`config.mk`:
```
export PLATFORM = sky130hd
export DESIGN_NAME = regfile_access_ctrl
export DESIGN_NICKNAME = d
export VERILOG_FILES = /design/src/rtl/regfile_access_ctrl.sv
export SDC_FILE = /design/constraint.sdc
export NUM_CORES = 1
export LEC_CHECK = 0
export CAP_MARGIN = 25
export CELL_PAD_IN_SITES_DETAIL_PLACEMENT = 1
export CELL_PAD_IN_SITES_GLOBAL_PLACEMENT = 1
export CORE_MARGIN = 10
export CORE_UTILIZATION = 40
export CTS_BUF_LIST = sky130_fd_sc_hd__clkbuf_8
export CTS_CLUSTER_DIAMETER = 120
export DETAILED_ROUTE_END_ITERATION = 7
export PLACE_DENSITY_LB_ADDON = 0.1
export SYNTH_ARGS = -nofsm -noshare
export SYNTH_HDL_FRONTEND = slang
export SYNTH_SLANG_ARGS = --single-unit
```
`constraint.sdc`:
```
create_clock -name t2 -period 2.9 [get_ports t2]
set_clock_uncertainty 0.15 [all_clocks]
set_input_delay 0.29 -clock t2 [delete_from_list [all_inputs] [get_ports t2]]
set_output_delay 0.29 -clock t2 [all_outputs]
set_load 0.02 [all_outputs]
```
`src/rtl/regfile_access_ctrl.sv`:
```
// regfile_access_ctrl: sequences operand reads and queued writebacks onto a single-port 32x32 register file.
// Optional feature macro REGFILE_ACCESS_FWD_EN: reads forward from pending writebacks instead of stalling on them.
module regfile_access_ctrl #(
  parameter int DEPTH = 4
) (
  input  logic        t2,
  input  logic        rst_n,
  input  logic        rd_valid,
  output logic        rd_ready,
  input  logic [4:0]  rd_ra,
  input  logic [4:0]  rd_rb,
  output logic        op_valid,
  output logic [31:0] op_a,
  output logic [31:0] op_b,
  input  logic        wb_valid,
  output logic        wb_ready,
  input  logic [4:0]  wb_reg,
  input  logic [31:0] wb_data,
  output logic [4:0]  rf_ar,
  output logic [4:0]  rf_br,
  input  logic [31:0] rf_a,
  input  logic [31:0] rf_b,
  output logic        rf_rwe,
  output logic [4:0]  rf_wr,
  output logic [31:0] rf_w,
  output logic        idle
);

  localparam int AW = (DEPTH > 1) ? $clog2(DEPTH) : 1;
  localparam int CW = AW + 1;

  typedef enum logic {S_IDLE, S_RDATA} state_t;
  state_t state, state_next;

  logic [4:0]    q_reg  [DEPTH];
  logic [31:0]   q_data [DEPTH];
  logic [AW-1:0] rd_ptr, wr_ptr;
  logic [CW-1:0] count;

  logic        hit_a, hit_b, hazard, accept, drain, push;
  logic [31:0] fwd_a, fwd_b;
  logic        hit_a_q, hit_b_q, zero_a_q, zero_b_q;
  logic [31:0] fwd_a_q, fwd_b_q;

  // Scan oldest to youngest so the youngest matching entry wins for each source.
  always_comb begin
    hit_a = 1'b0;
    hit_b = 1'b0;
    fwd_a = '0;
    fwd_b = '0;
    for (int i = 0; i < DEPTH; i++) begin
      if (CW'(i) < count) begin
        if (rd_ra != 5'd0 && q_reg[rd_ptr + AW'(i)] == rd_ra) begin
          hit_a = 1'b1;
          fwd_a = q_data[rd_ptr + AW'(i)];
        end
        if (rd_rb != 5'd0 && q_reg[rd_ptr + AW'(i)] == rd_rb) begin
          hit_b = 1'b1;
          fwd_b = q_data[rd_ptr + AW'(i)];
        end
      end
    end
  end

`ifdef REGFILE_ACCESS_FWD_EN
  assign hazard = 1'b0;
`else
  assign hazard = hit_a | hit_b;
`endif

  assign wb_ready = (count != CW'(DEPTH));
  assign idle     = (state == S_IDLE) && (count == '0);
  assign rf_ar    = rd_ra;
  assign rf_br    = rd_rb;
  assign rf_rwe   = drain;
  assign rf_wr    = q_reg[rd_ptr];
  assign rf_w     = q_data[rd_ptr];

  always_comb begin
    state_next = state;
    rd_ready   = (state == S_IDLE) && !hazard;
    accept     = rd_valid && rd_ready;
    drain      = !accept && (count != '0);
    push       = wb_valid && wb_ready && (wb_reg != 5'd0);
    case (state)
      S_IDLE:  if (accept) state_next = S_RDATA;
      S_RDATA: state_next = S_IDLE;
      default: state_next = S_IDLE;
    endcase
  end

  always_ff @(posedge t2 or negedge rst_n) begin
    if (!rst_n) state <= S_IDLE;
    else        state <= state_next;
  end

  always_ff @(posedge t2 or negedge rst_n) begin
    if (!rst_n) begin
      rd_ptr <= '0;
      wr_ptr <= '0;
      count  <= '0;
    end else begin
      if (push)  wr_ptr <= wr_ptr + 1'b1;
      if (drain) rd_ptr <= rd_ptr + 1'b1;
      if (push && !drain)      count <= count + 1'b1;
      else if (!push && drain) count <= count - 1'b1;
    end
  end

  always_ff @(posedge t2) begin
    if (push) begin
      q_reg[wr_ptr]  <= wb_reg;
      q_data[wr_ptr] <= wb_data;
    end
  end

  // Forwarding decisions are frozen at accept; the register file data arrives one cycle later.
  always_ff @(posedge t2 or negedge rst_n) begin
    if (!rst_n) begin
      op_valid <= 1'b0;
      op_a     <= '0;
      op_b     <= '0;
      hit_a_q  <= 1'b0;
      hit_b_q  <= 1'b0;
      zero_a_q <= 1'b0;
      zero_b_q <= 1'b0;
      fwd_a_q  <= '0;
      fwd_b_q  <= '0;
    end else begin
      op_valid <= (state == S_RDATA);
      if (accept) begin
        zero_a_q <= (rd_ra == 5'd0);
        zero_b_q <= (rd_rb == 5'd0);
        hit_a_q  <= hit_a;
        hit_b_q  <= hit_b;
        fwd_a_q  <= fwd_a;
        fwd_b_q  <= fwd_b;
      end
      if (state == S_RDATA) begin
        op_a <= zero_a_q ? '0 : (hit_a_q ? fwd_a_q : rf_a);
        op_b <= zero_b_q ? '0 : (hit_b_q ? fwd_b_q : rf_b);
      end
    end
  end

endmodule

```
# --- After elaboration in Yosys (flattened, before gate mapping) ---
# Memories as Yosys holds them, arrays and structs flattened.
# Cells that the tools add are included.
word_totals:
  regBits: 141
  latchBits: 0
  ram_bits: 148
  mem_bits_ro: 0
  word_cells: 106
  n_memories: 2
mem_list:
  columns: ["name", "words", "word_bits", "read_ports", "rd_clocked_by_memory_dff", "wr", "line_no", "rtl"]
  rows:
  - ["q_data", 4, 32, 4, 0, 1, "36", "logic [31:0] q_data [DEPTH];"]
  - ["q_reg", 4, 5, 4, 0, 1, "35", "logic [4:0] q_reg [DEPTH];"]
op_classes:
  n_addsub: 6
  mul: 0
  n_div: 0
  order_cmp: 4
  n_eq_ne: 9
  shift: 0
  mux: 42
  bitwise: 2
  reduce_logical: 28
op_table:
  columns: ["operator", "count"]
  rows:
  - ["32-bit 2-to-1 mux", 20]
  - ["5-bit equality test", 8]
  - ["1-bit 2-to-1 mux", 19]
  - ["1-bit logical AND", 16]
  - ["5-bit nonzero test", 3]
  - ["5-bit logical NOT", 2]
  - ["1-bit by 3-bit < comparator with 1-bit output, first input constant", 2]
  - ["2-bit by 3-bit < comparator with 1-bit output, first input constant", 2]
  - ["3-bit 2-to-1 mux", 2]
  - ["2-bit by 1-bit adder with 2-bit output, second input constant", 2]
  - ["2-bit adder, second input constant", 2]
  - ["1-bit logical NOT", 4]
  - ["3-bit by 1-bit adder with 3-bit output, second input constant", 1]
  - ["3-bit logical NOT", 1]
  - ["3-bit != test, second input constant", 1]
  - ["3-bit nonzero test", 1]
  - ["3-bit by 1-bit subtractor with 3-bit output, second input constant", 1]
  - ["1-bit case mux with 2 select lines", 1]
  - ["2-bit nonzero test", 1]
  - ["1-bit inverter", 1]
  - ["1-bit bitwise OR", 1]

# --- Longest topological paths before layout ---
# An unclocked memory read counts as a cell.
depth:
  word_depth: 20
  depth_mapped: 15
  depth_no_buf: 14

# --- Least setup slack after synthesis ---
# Ideal clock, no wire load.
synth_path:
  kind: "register to register"
  start: "reg rd_ptr[0]"
  end: "reg count[2]"
  t_arrival_ns: 3.144
  required_ns: 2.620
  path_slack_ns: -0.524
  path_stages_with_launch: 15
  n_path_buf: 3
  path_cell_list: "dfrtp_1 -> buf_2 -> buf_2 -> buf_1 -> mux2i_1 -> xnor2_1 -> nand3_1 -> o22ai_1 -> and4bb_4 -> a21boi_2 -> inv_1 -> ha_1 -> mux2i_1 -> nor2_1 -> xor2_1"
synth_via:
  elab_chain_len: 20
  word_cells_on_any_way: 47
synth_rtl:
  columns: ["element", "line_no", "rtl"]
  rows:
  - ["start: declaration", "37", "logic [AW-1:0] rd_ptr, wr_ptr;"]
  - ["start signal: assignment", "104", "if (drain) rd_ptr <= rd_ptr + 1'b1;"]
  - ["memory read 4 x 5 bit (*)", null, null]
  - ["net rf_wr[0]", "24", "output logic [4:0] rf_wr,"]
  - ["5-bit equality test (on tied branches)", "53, 57", null]
  - ["1-bit logical AND (on tied branches)", "53, 57", null]
  - ["1-bit 2-to-1 mux (on tied branches)", "53, 57", null]
  - ["1-bit 2-to-1 mux", "52", "if (CW'(i) < count) begin"]
  - ["1-bit 2-to-1 mux (on tied branches)", "53, 57", null]
  - ["1-bit 2-to-1 mux", "52", null]
  - ["(+7 left out)", null, null]
  - ["net rd_ready", "9", "output logic rd_ready,"]
  - ["1-bit logical AND (*)", "82", "accept = rd_valid && rd_ready;"]
  - ["1-bit logical NOT (*)", "83", "drain = !accept && (count != '0);"]
  - ["1-bit logical AND (*)", "83", null]
  - ["net rf_rwe", "23", "output logic rf_rwe,"]
  - ["1-bit logical NOT", "105", "if (push && !drain) count <= count + 1'b1;"]
  - ["1-bit logical AND", "105", null]
  - ["3-bit 2-to-1 mux or 2-bit nonzero test (tied branches)", null, null]
  - ["end signal: assignment", "105", null]
  - ["end signal: assignment", "106", "else if (!push && drain) count <= count - 1'b1;"]
  - ["end: declaration", "38", "logic [CW-1:0] count;"]
# Mark *: on every way through the listed nets, which the timed path passes. The rest lies on a longest branch.
# A chain may end at the register's enable or synchronous reset.

# --- Worst setup path after layout ---
layout_path:
  start: "reg rd_ptr[1]"
  end: "out rf_rwe"
layout_via:
  elab_chain_len: 17
  word_cells_on_any_way: 42
layout_rtl:
  columns: ["element", "line_no", "rtl"]
  rows:
  - ["memory read 4 x 5 bit (*)", null, null]
  - ["5-bit equality test (on tied branches)", "53, 57", null]
  - ["1-bit logical AND (on tied branches)", "53, 57", null]
  - ["1-bit 2-to-1 mux (on tied branches)", "53, 57", null]
  - ["1-bit 2-to-1 mux", "52", null]
  - ["1-bit 2-to-1 mux (on tied branches)", "53, 57", null]
  - ["1-bit 2-to-1 mux", "52", null]
  - ["1-bit 2-to-1 mux (on tied branches)", "53, 57", null]
  - ["1-bit 2-to-1 mux", "52", null]
  - ["1-bit 2-to-1 mux (on tied branches)", "53, 57", null]
  - ["1-bit 2-to-1 mux", "52", null]
  - ["1-bit bitwise OR (*)", "68", "assign hazard = hit_a | hit_b;"]
  - ["1-bit logical NOT (*)", "81", "rd_ready = (state == S_IDLE) && !hazard;"]
  - ["1-bit logical AND (*)", "81", null]
  - ["1-bit logical AND (*)", "82", null]
  - ["1-bit logical NOT (*)", "83", null]
  - ["1-bit logical AND (*)", "83", null]
  - ["end: declaration", "23", null]
# Every way passes the cells marked *; elsewhere a longest branch is shown, timed or not.

==> flow_metrics.tcl <==
set metrics [dict create \
    multi_input_area_um2 3920 \
    wire_per_inst_um 20.8 \
    ctsHtreeMaxLevel 2 \
    dp.cells 1476 \
    synth_edf_count 148 \
    worstPathMaxFanout 6 \
    switchingPower_uw 6160 \
    postLayoutSetupSlackWorst_ns -0.508 \
    critPathLaunchType "flop" \
    grt_util_all_layers_pct 16.4 \
    seq_area_um2 7980 \
    hold_class "in -> async" \
    synthArstFlopShare_pct 48.8 \
    grt_max_degree 68 \
    cp.arrival_ns 2.97 \
    p_int_uw 11000 \
    dr_total_vias 7799 \
    violations "setup timing" \
    initial_core_util_pct 40.3 \
    setup_viol 76 \
    fin_crit_sh_pct 118 \
    seq_power_share_pct 33.4 \
    synth_xor_area_share_pct 3.34 \
    syn_to_final_growth_pct 37.0 \
    rsz0062_at_grt "yes" \
    core_area_um2 30500 \
    layout_common_cells "192 x clkdlybuf4s50_1, 148 x edfxtp_1, 136 x dfrtp_1" \
    nNetsFinal 1269 \
    yosysWarnings 0 \
    syn-instance-count 829 \
    power.density_nw_per_um2 1020 \
    cts_buffers 49 \
    die_w_um 195 \
    synth_fa_ha_area_share_pct 0.915 \
    max_freq_mhz 293 \
    ir_drop_mv 0.552 \
    ys_seq_area_share_pct 64.8 \
    first_pass_iters 4 \
    io_buffers 230 \
    total_power_uw 17200 \
    tritoncts "yes" \
    synthMuxAreaShare_pct 15.5 \
    synth-seq-cells 289 \
    leakage_uw 0.00703 \
    yosys.area_share.simple_pct 5.78 \
    min_period_ns 3.41 \
    fillers 3019 \
    tightest_slew_ns 0.823 \
    clock_latency_ns 0.55 \
    viasPerCell 4.95 \
    worstPathRequired_ns 2.46 \
    dp_hpwl_um 22200 \
    slew_viol_final 0 \
    crit_type "reg -> out" \
    dieArea_um2 38200 \
    maxCapViolCount 0 \
    wl_um 32700 \
    swShare_pct 35.8 \
    synth_top_family_by_area "multiplexers" \
    clkPwrFrac_pct 20.0 \
    outcome "finished with violations" \
    grt_pass1_vias 8491 \
    place.gp.congestion 0.828 \
    fin_cells 1576 \
    hold_viol 0 \
    fin_hold_ws_ns 0.134 \
    grt-ovfl-total 0 \
    clk_pin_slew_ns 0.05 \
    antenna_found_initial 1 \
    avgSynthCellArea_um2 14.8 \
    largest_register_ffs 128 \
    cts_buffer_depth 3 \
    slew_headroom_pct 45.1 \
    ys.flop_type "edfxtp_1" \
    post-route-drc-count 0 \
    drive_gt1_share_pct 21.0 \
    syn_nets 953 \
    antenna_left 0 \
    fin_util_pct 55.3 \
    regMostFlops "q_data" \
    p_comb_share_pct 46.6 \
    synth_cell_types 44 \
    rows 64 \
    final_common_cell "clkdlybuf4s50_1" \
    pin_count 231 \
    cts_root_buf "clkbuf_8" \
    drt_iter0_markers 346 \
    grt_pass1_wl_um 50500 \
    end_kind "primary output" \
    synth_compound_area_share_pct 4.61 \
    synth.cell_area_um2 12300 \
    fin_setup_tns_ns -10.72 \
    chipHeight_um 195 \
    cts.sinks 289 \
]
[cell families (layout without fill, tap and decap cells)]
group,Yosys count,in the layout
adders and majority gates,9,9
DFF,289,289
AOI/OAI and AO/OA,89,89
and+or+nand+nor,118,118
other,0,2
muxes,140,140
xor gates and xnor gates,47,47
buffers and inverters,137,486
[final timing paths]
check | start | to | slack [ns] | depth (start not counted)
worst max register to register | rd_ptr[1] | count[2] | -0.22 | 15
min in group t2 | wb_data[15] | q_data[3][15] | 0.21 | 1
worst min register to register | fwd_a_q[18] | fwd_a_q[18] | 0.33 | 1
max in group asynchronous | rst_n | op_a[0] | 1.66 | 3
worst max-delay path | rd_ptr[1] | rf_rwe | -0.51 | 11
worst min-delay path | rst_n | op_a[14] | 0.13 | 2
[cell type report]
cell class,count,share of cell area [%]
flip-flops and latches,289,47.3
multi-input cells,403,23.2
repair buffers,329,19.4
clock buffers,49,4.00
well taps,396,2.94
inverters,73,1.62
clock inverters,35,1.42
diodes,2,0.0297
[critical path, stage by stage (launching register included)]
cell,delay (ns)
dfrtp_2,0.45
buf_4,0.15
mux2i_2,0.14
buf_4,0.14
xnor2_1,0.12
or4_1,0.49
o22ai_2,0.13
o2bb2ai_1,0.12
and4bb_4,0.25
a21boi_4,0.16
buf_6,0.14
buf_6,0.11
[cells in the mapped netlist, types with 2 or more instances]
cell type,count,share of area [%]
mux2i_1,91,7.4
buf_2,8,0.33
clkbuf_2,4,0.16
xnor2_1,32,2.3
nand2b_1,3,0.15
nor3b_1,6,0.37
buf_4,11,0.67
edfxtp_1,148,36
mux2_2,5,0.46
buf_1,7,0.21
mux4_2,37,6.8
ha_1,9,0.91
o2111ai_1,3,0.21
mux2_4,3,0.37
and3b_1,2,0.14
buf_6,3,0.27
nand3_1,2,0.081
o22ai_1,66,3.4
and2_1,72,3.7
mux2i_2,2,0.22
o211ai_1,3,0.18
dfrtp_1,141,29
a21oi_1,8,0.33
xor2_1,15,1.1
clkbuf_1,29,0.88
inv_1,73,2.2
nor3_1,10,0.41
o21ai_0,4,0.16
buf_12,2,0.33
nand2_1,8,0.24
nor2_1,8,0.24
or3_1,2,0.10
[power by group through the flow]
stage | sequential (µW) | clock, µW | combinational, µW
final | 5740 | 3450 | 8010
after global routing | 5850 | 3760 | 8580
after CTS | 5760 | 3570 | 7870
after detailed placement | 5840 | 0 | 7640
after global placement | 5790 | 0 | 7580
after floorplan | 6230 | 0 | 3740
[through the flow]
stage / worst slack (ns) / instance area [µm²]
floorplan: -0.120 / 12400
global placement: -0.287 / 15500
detailed placement: -0.318 / 15500
CTS: -0.568 / 16600
global route: -0.629 / 16900
finish: -0.508 / 16900
[what timing repair did]
item                                   in CTS  in global routing
pin swaps                                   2                  9
gates resized for setup                    27                 55
buffers inserted                            5                  4
hold buffers                                1                  0
gates cloned                                0                  4
endpoints found under the hold margin      52                  0
setup endpoints to repair                 107                108
[routing by layer]
| metal | global-route usage, % | up-vias | routed length, µm |
|---|---|---|---|
| met5 | 0 | - | 18 |
| li1 | - | 3628 | - |
| met3 | 4.73 | 41 | 2130 |
| met4 | 3.37 | 2 | 464 |
| met1 | 21.7 | 3931 | 14400 |
| met2 | 26.3 | 197 | 15700 |
(Power assumes the default switching activity.)
